`src/rtl/uP_pkg.sv`:
```
// Shared definitions for the uP front end: instruction field map, opcode
// classes used by the decoder, and the fetch FSM state encoding.
package uP_pkg;

    // Instruction field positions
    localparam int OP_MSB  = 31;
    localparam int OP_LSB  = 26;
    localparam int RS_MSB  = 25;
    localparam int RS_LSB  = 21;
    localparam int RT_MSB  = 20;
    localparam int RT_LSB  = 16;
    localparam int RD_MSB  = 15;
    localparam int RD_LSB  = 11;
    localparam int IMM_MSB = 15;
    localparam int IMM_LSB = 0;

    // Opcode classes: ALU 0xxxxx, LOAD 10xxxx, STORE 11xxxx
    typedef enum logic [1:0] {
        OPC_ALU,
        OPC_LOAD,
        OPC_STORE
    } opc_class_e;

    typedef enum logic [1:0] {
        IDLE,
        REQ,
        DROP
    } fetch_state_e;

    function automatic opc_class_e opc_class(input logic [5:0] op);
        if (!op[5])     return OPC_ALU;
        else if (!op[4]) return OPC_LOAD;
        else             return OPC_STORE;
    endfunction

endpackage

```
`src/rtl/fetch_fifo.sv`:
```
// Prefetch queue: DEPTH-entry FIFO of {pc, word} with flush and occupancy.
// Head reads as zero when empty so downstream fields idle at 0.
module fetch_fifo #(
    parameter int AW    = 8,
    parameter int DW    = 32,
    parameter int DEPTH = 2,
    localparam int EW   = AW + DW,
    localparam int PW   = $clog2(DEPTH),
    localparam int CW   = PW + 1
) (
    input  logic          clk,
    input  logic          rst,
    input  logic          flush,
    input  logic          push,
    input  logic          pop,
    input  logic [EW-1:0] wdata,
    output logic [EW-1:0] rdata,
    output logic [CW-1:0] count
);

    logic [EW-1:0] mem [DEPTH];
    logic [PW-1:0] wr_ptr, rd_ptr;

    // Storage write; no reset needed since reads are gated by count
    always_ff @(posedge clk) begin
        if (push) mem[wr_ptr] <= wdata;
    end

    // Pointers and occupancy; flush discards everything
    always_ff @(posedge clk or posedge rst) begin
        if (rst) begin
            wr_ptr <= '0;
            rd_ptr <= '0;
            count  <= '0;
        end else if (flush) begin
            wr_ptr <= '0;
            rd_ptr <= '0;
            count  <= '0;
        end else begin
            if (push) wr_ptr <= wr_ptr + 1'b1;
            if (pop)  rd_ptr <= rd_ptr + 1'b1;
            count <= count + CW'(push) - CW'(pop);
        end
    end

    assign rdata = (count == '0) ? '0 : mem[rd_ptr];

endmodule

```
`src/rtl/fetch_unit.sv`:
```
// Instruction fetch front end: PC, imem req/ack, prefetch queue, redirect.
module fetch_unit
    import uP_pkg::*;
#(
    parameter int AW                  = 8,
    parameter int DW                  = 32,
    parameter int DEPTH               = 2,
    parameter int unsigned START_ADDR = 0
) (
    input  logic          clk,
    input  logic          rst,
    input  logic          en,
    output logic          imem_req,
    output logic [AW-1:0] imem_addr,
    input  logic          imem_ack,
    input  logic [DW-1:0] imem_rdata,
    input  logic          redir,
    input  logic [AW-1:0] redir_addr,
    output logic          inst_valid,
    input  logic          inst_ready,
    output logic [AW-1:0] inst_pc,
    output logic [5:0]    op,
    output logic [4:0]    rs,
    output logic [4:0]    rt,
    output logic [4:0]    rd,
    output logic [15:0]   imm16
);

    localparam int CW = $clog2(DEPTH) + 1;

    fetch_state_e  state, state_nxt;
    logic [AW-1:0] pc, pc_nxt, drop_addr;
    logic          push, pop;
    logic [CW-1:0] count, count_after;
    logic [AW+DW-1:0] head;
    logic [DW-1:0] word;

    // Redirect wins over both queue ends: no push of the acked word, no pop
    assign push        = (state == REQ) && imem_ack && !redir;
    assign pop         = inst_valid && inst_ready && !redir;
    assign count_after = count + CW'(push) - CW'(pop);

    assign imem_req  = (state != IDLE);
    assign imem_addr = (state == DROP) ? drop_addr : pc;

    // Next state and PC; a new request is only issued when a slot is free
    // for it, so a push can never land on a full queue
    always_comb begin
        state_nxt = state;
        pc_nxt    = pc;
        case (state)
            IDLE: if (!redir && en && count < CW'(DEPTH)) state_nxt = REQ;
            REQ: begin
                if (redir)
                    state_nxt = imem_ack ? (en ? REQ : IDLE) : DROP;
                else if (imem_ack)
                    state_nxt = (en && count_after < CW'(DEPTH)) ? REQ : IDLE;
            end
            DROP: if (imem_ack) state_nxt = en ? REQ : IDLE;
            default: state_nxt = IDLE;
        endcase
        if (redir)     pc_nxt = redir_addr;
        else if (push) pc_nxt = pc + 1'b1;
    end

    // State, PC, and the stale address held while draining a dropped request
    always_ff @(posedge clk or posedge rst) begin
        if (rst) begin
            state     <= IDLE;
            pc        <= AW'(START_ADDR);
            drop_addr <= AW'(START_ADDR);
        end else begin
            state <= state_nxt;
            pc    <= pc_nxt;
            if (state == REQ && redir && !imem_ack) drop_addr <= pc;
        end
    end

    fetch_fifo #(.AW(AW), .DW(DW), .DEPTH(DEPTH)) u_fifo (
        .clk   (clk),
        .rst   (rst),
        .flush (redir),
        .push  (push),
        .pop   (pop),
        .wdata ({pc, imem_rdata}),
        .rdata (head),
        .count (count)
    );

    assign inst_valid = (count != '0);
    assign inst_pc    = head[AW+DW-1:DW];
    assign word       = head[DW-1:0];
    assign op         = word[OP_MSB:OP_LSB];
    assign rs         = word[RS_MSB:RS_LSB];
    assign rt         = word[RT_MSB:RT_LSB];
    assign rd         = word[RD_MSB:RD_LSB];
    assign imm16      = word[IMM_MSB:IMM_LSB];

endmodule

```
`config.mk`:
```
export PLATFORM = sky130hd
export DESIGN_NAME = fetch_unit
export DESIGN_NICKNAME = d
export VERILOG_FILES = /design/src/rtl/uP_pkg.sv /design/src/rtl/fetch_fifo.sv /design/src/rtl/fetch_unit.sv
export SDC_FILE = /design/constraint.sdc
export NUM_CORES = 1
export LEC_CHECK = 0
export ABC_CLOCK_PERIOD_IN_PS = 4260
export CAP_MARGIN = 30
export CORE_AREA = 5 5 95 97
export DETAILED_ROUTE_END_ITERATION = 8
export DIE_AREA = 0 0 100 102
export DONT_BUFFER_PORTS = 1
export GPL_ROUTABILITY_DRIVEN = 0
export PLACE_DENSITY = 0.69
export SETUP_SLACK_MARGIN = 0.3
export SLEW_MARGIN = 20
export SYNTH_ARGS = -nofsm -noshare
export SYNTH_HDL_FRONTEND = slang
export SYNTH_SLANG_ARGS = --single-unit
```
`constraint.sdc`:
```
create_clock -name clk -period 4.26 [get_ports clk]
set_input_delay 0.852 -clock clk [delete_from_list [all_inputs] [get_ports clk]]
set_output_delay 0.852 -clock clk [all_outputs]
set_load 0.02 [all_outputs]
```
==> impl_metrics.csv <==
group,metric,value,unit
run_status,outcome,"finished clean",
yosys,synth_flop_cell,"edfxtp_1",
sta,fin_skew,0.007782,ns
worst_setup_path,crit_path_start_kind,"flop",
layout,layout.cells.non_filler,397,
clock_network,cts-root-buf,"clkbuf_8",
clock_network,clk_pin_slew,0.10,ns
floorplan,core_area,8051,um^2
sta,fmax,351.2,MHz
yosys,synth-compound-area-share,0.03033,
sta,maxSlewHeadroom,0.3973,
clock_network,cts_inserted_buffers,9,
power_and_ir_drop,switchingPower,703.2,uW
worst_setup_path,critPathRequiredTime,3.41,ns
yosys,synthAdderAreaFrac,0.008749,
global_routing,grt_pass1_vias,2228,
worst_setup_path,worstPathArrival,2.00,ns
sta,finalSetupViolations,0,
yosys,synth-seq-cells,102,
route,vias,2204,
worst_setup_path,critPathKind,"reg -> out",
route,viasPerCell,5.552,
clock_network,htreeDepth,3,
clock_network,post_cts_buffers,0,
route,drt-pass1-iter-count,4,
placed_design,placed_area,4358,um^2
power_and_ir_drop,power_density,501.9,nW/um^2
clock_network,cts_tree,"done",
yosys,muxShareOfSynthArea,0.1400,
floorplan,initial_core_util,0.5329,
clock_network,holdBufCountCts,0,
yosys,synth_cell_types,37,
route,wl,7367,um
clock_network,clock_path_buffers,2,
yosys,syn-cell-area,4290,um^2
power_and_ir_drop,intPower,1614,uW
layout,final_nets,336,
yosys,synth_top_family_by_area,"multiplexers",
sta,fin_crit_sh,0.6684,
clock_network,clock_latency,0.35,ns
placed_design,dpl.hpwl,4987,um
floorplan,die_w,100,um
layout,fillers,672,
power_and_ir_drop,combinationalPowerShare,0.195,
placed_design,dp.cells,379,
sta,tightest_slew,0.9019,ns
floorplan,core.rowCount,33,
yosys,seq_area_frac_synth,0.6882,
yosys,syn_area_per_cell,14.69,um^2
sta,finalHoldViolCount,0,
sta,fin_ws,1.413,ns
global_routing,antenna_found_initial,0,
yosys,yosysWarnings,0,
placed_design,numPortBuffers,0,
power_and_ir_drop,power.total,2317,uW
power_and_ir_drop,p_clk_frac,0.262,
yosys,async_reset_ff_frac,0.2157,
yosys,synth_edf_count,80,
worst_setup_path,crit_chain,"nor2_4 -> nor2_1",
clock_network,cts_sinks,102,
route,drc,0,
route,drt-wirelength-per-cell,18.56,um
global_routing,grt_first_pass_wirelength,11500,um
worst_setup_path,reg2reg_slack,2.19,ns
layout,drive_above_1_share,0.1575,
global_routing,grt_usage,0.1490,
floorplan,die_h,102,um
global_routing,overflow,0,
layout,stdcell_area,4617,um^2
power_and_ir_drop,switching_share,0.3035,
worst_setup_path,critPathMaxFanout,41,
run,maxCapViolCount,0,
sta,min_period,2.847,ns
power_and_ir_drop,sequentialPowerShare,0.542,
sta,slew_violations,0,
worst_setup_path,path_delay_family,"simple AND/OR/NAND/NOR gates",
global_routing,grt_start_max_net_pins,42,
layout,diodes,0,
yosys,synth_xor_area_frac,0.01341,
worst_setup_path,cpPeakStageDelay,0.73,ns
clock_network,ctsResizeCount,0,
power_and_ir_drop,leakagePower,0.001565,uW
sta,setup_tns,0,ns
hold_path,worstHoldPathType,"in -> async",
worst_setup_path,worst-path-buf-inv,0,
sta,rsz0062_at_grt,"false",
floorplan,io_pins,101,
route,drt_first_iter_violations,95,
yosys,synthSimpleGateAreaFrac,0.08895,
placed_design,dp_worst_setup_slack,1.751,ns
power_and_ir_drop,vdd_ir_drop_max,0.2161,mV
layout,area_delta_synth_final,7.612,%
yosys,syn-num-nets,341,
route,antenna_left,0,
floorplan,die-area,10200,um^2
yosys,syn_inst,292,
worst_setup_path,cp-end-kind,"output pin",
worst_setup_path,cp_slowest_cell,"nor2_4",
==> synth_stat cells, types with 3 or more instances <==
master	count	area, um^2
edfxtp_1	80	2402
nor2_1	48	180.2
mux2i_1	42	420.4
dfrtp_1	22	550.5
mux2_2	16	180.2
nand2_1	9	33.78
buf_2	8	40.04
clkbuf_1	8	30.03
buf_4	5	37.54
inv_1	5	18.77
o21ai_0	5	25.02
a31oi_1	3	18.77
ha_1	3	37.54
nand3_1	3	15.01
or2_2	3	18.77
==> through the flow <==
| step | hold WS [ns] | util |
|---|---|---|
| 3_5_place_dp | 0.4957 | 0.5413 |
| 4_1_cts | 0.5171 | 0.5666 |
| 2_1_floorplan | 0.4767 | - |
| 6_report | 0.3062 | 0.5734 |
| 5_1_grt | 0.2987 | 0.5734 |
| 3_3_place_gp | 0.4848 | 0.5413 |
==> layout make-up <==
| cell class | count | area (um^2) | share of cell area |
|---|---|---|---|
| well taps | 105 | 131.4 | 0.02846 |
| multi-input cells | 163 | 1227 | 0.2659 |
| clock inverters | 7 | 80.08 | 0.01734 |
| flip-flops and latches | 102 | 2954 | 0.6398 |
| repair buffers | 5 | 77.57 | 0.01680 |
| clock buffers | 9 | 123.9 | 0.02683 |
| inverters | 6 | 22.52 | 0.004878 |
==> layer usage <==
metal,up-vias,global-route usage,wire [um]
met5,-,0,0
met4,0,0.05078,87
met3,8,0.04369,554
met2,68,0.2488,3674
met1,1079,0.1881,3051
li1,1049,-,-
==> final timing paths <==
path,startpoint,to,cells after the start
worst min register to register,drop_addr[0]$_DFFE_PP0P_,drop_addr[0]$_DFFE_PP0P_,1
worst max-delay path,u_fifo.count[1]$_DFF_PP0_,rd[4],2
max in group asynchronous,rst,u_fifo.rd_ptr$_DFFE_PP0P_,2
worst max register to register,u_fifo.count[1]$_DFF_PP0_,state[0]$_DFFE_PP0P_,8
min in group clk,drop_addr[0]$_DFFE_PP0P_,drop_addr[0]$_DFFE_PP0P_,1
worst min-delay path,rst,state[0]$_DFFE_PP0P_,1
==> power by group through the flow <==
stage               clock network [uW]  registers, uW  logic, uW
floorplan                            0           1230        437
global placement                     0           1270        450
detailed placement                   0           1280        457
CTS                                629           1260        458
global route                       669           1270        496
finish                             608           1260        453
==> state kept, by name, indices dropped and copies added, names as in the netlist <==
signal	cells
u_fifo.rd_ptr	1
u_fifo.wr_ptr	1
state	2
u_fifo.count	2
pc	8
drop_addr	8
u_fifo.mem	80
==> placed cells by master, fill, tap and decap left out, drive strengths merged, types with 2 or more instances in the layout <==
master,Yosys,layout
ha,3,3
nand3,3,3
clkbuf,8,9
o211ai,2,2
edfxtp,80,80
nor4b,2,2
o21bai,2,2
inv,6,9
nand2b,2,2
clkinv,0,3
or4,2,2
a22oi,2,2
nor2,48,48
nor2b,2,2
buf,13,5
xor2,2,2
o21ai,5,5
or3,2,2
xnor2,2,2
mux2i,42,42
o31ai,2,2
o311ai,2,2
or2,3,3
a31oi,3,3
nand2,9,9
mux2,16,16
dfrtp,22,22
==> cell families (layout without fill, tap and decap cells) <==
| family | Yosys count | in the layout |
|---|---|---|
| AOI/OAI and AO/OA | 19 | 19 |
| and+or+nand+nor | 78 | 78 |
| DFF | 102 | 102 |
| xor gates and xnor gates | 5 | 5 |
| adders and majority gates | 3 | 3 |
| buffers and inverters | 27 | 27 |
| muxes | 58 | 58 |
Note: power is estimated with default switching activity, not from simulation.
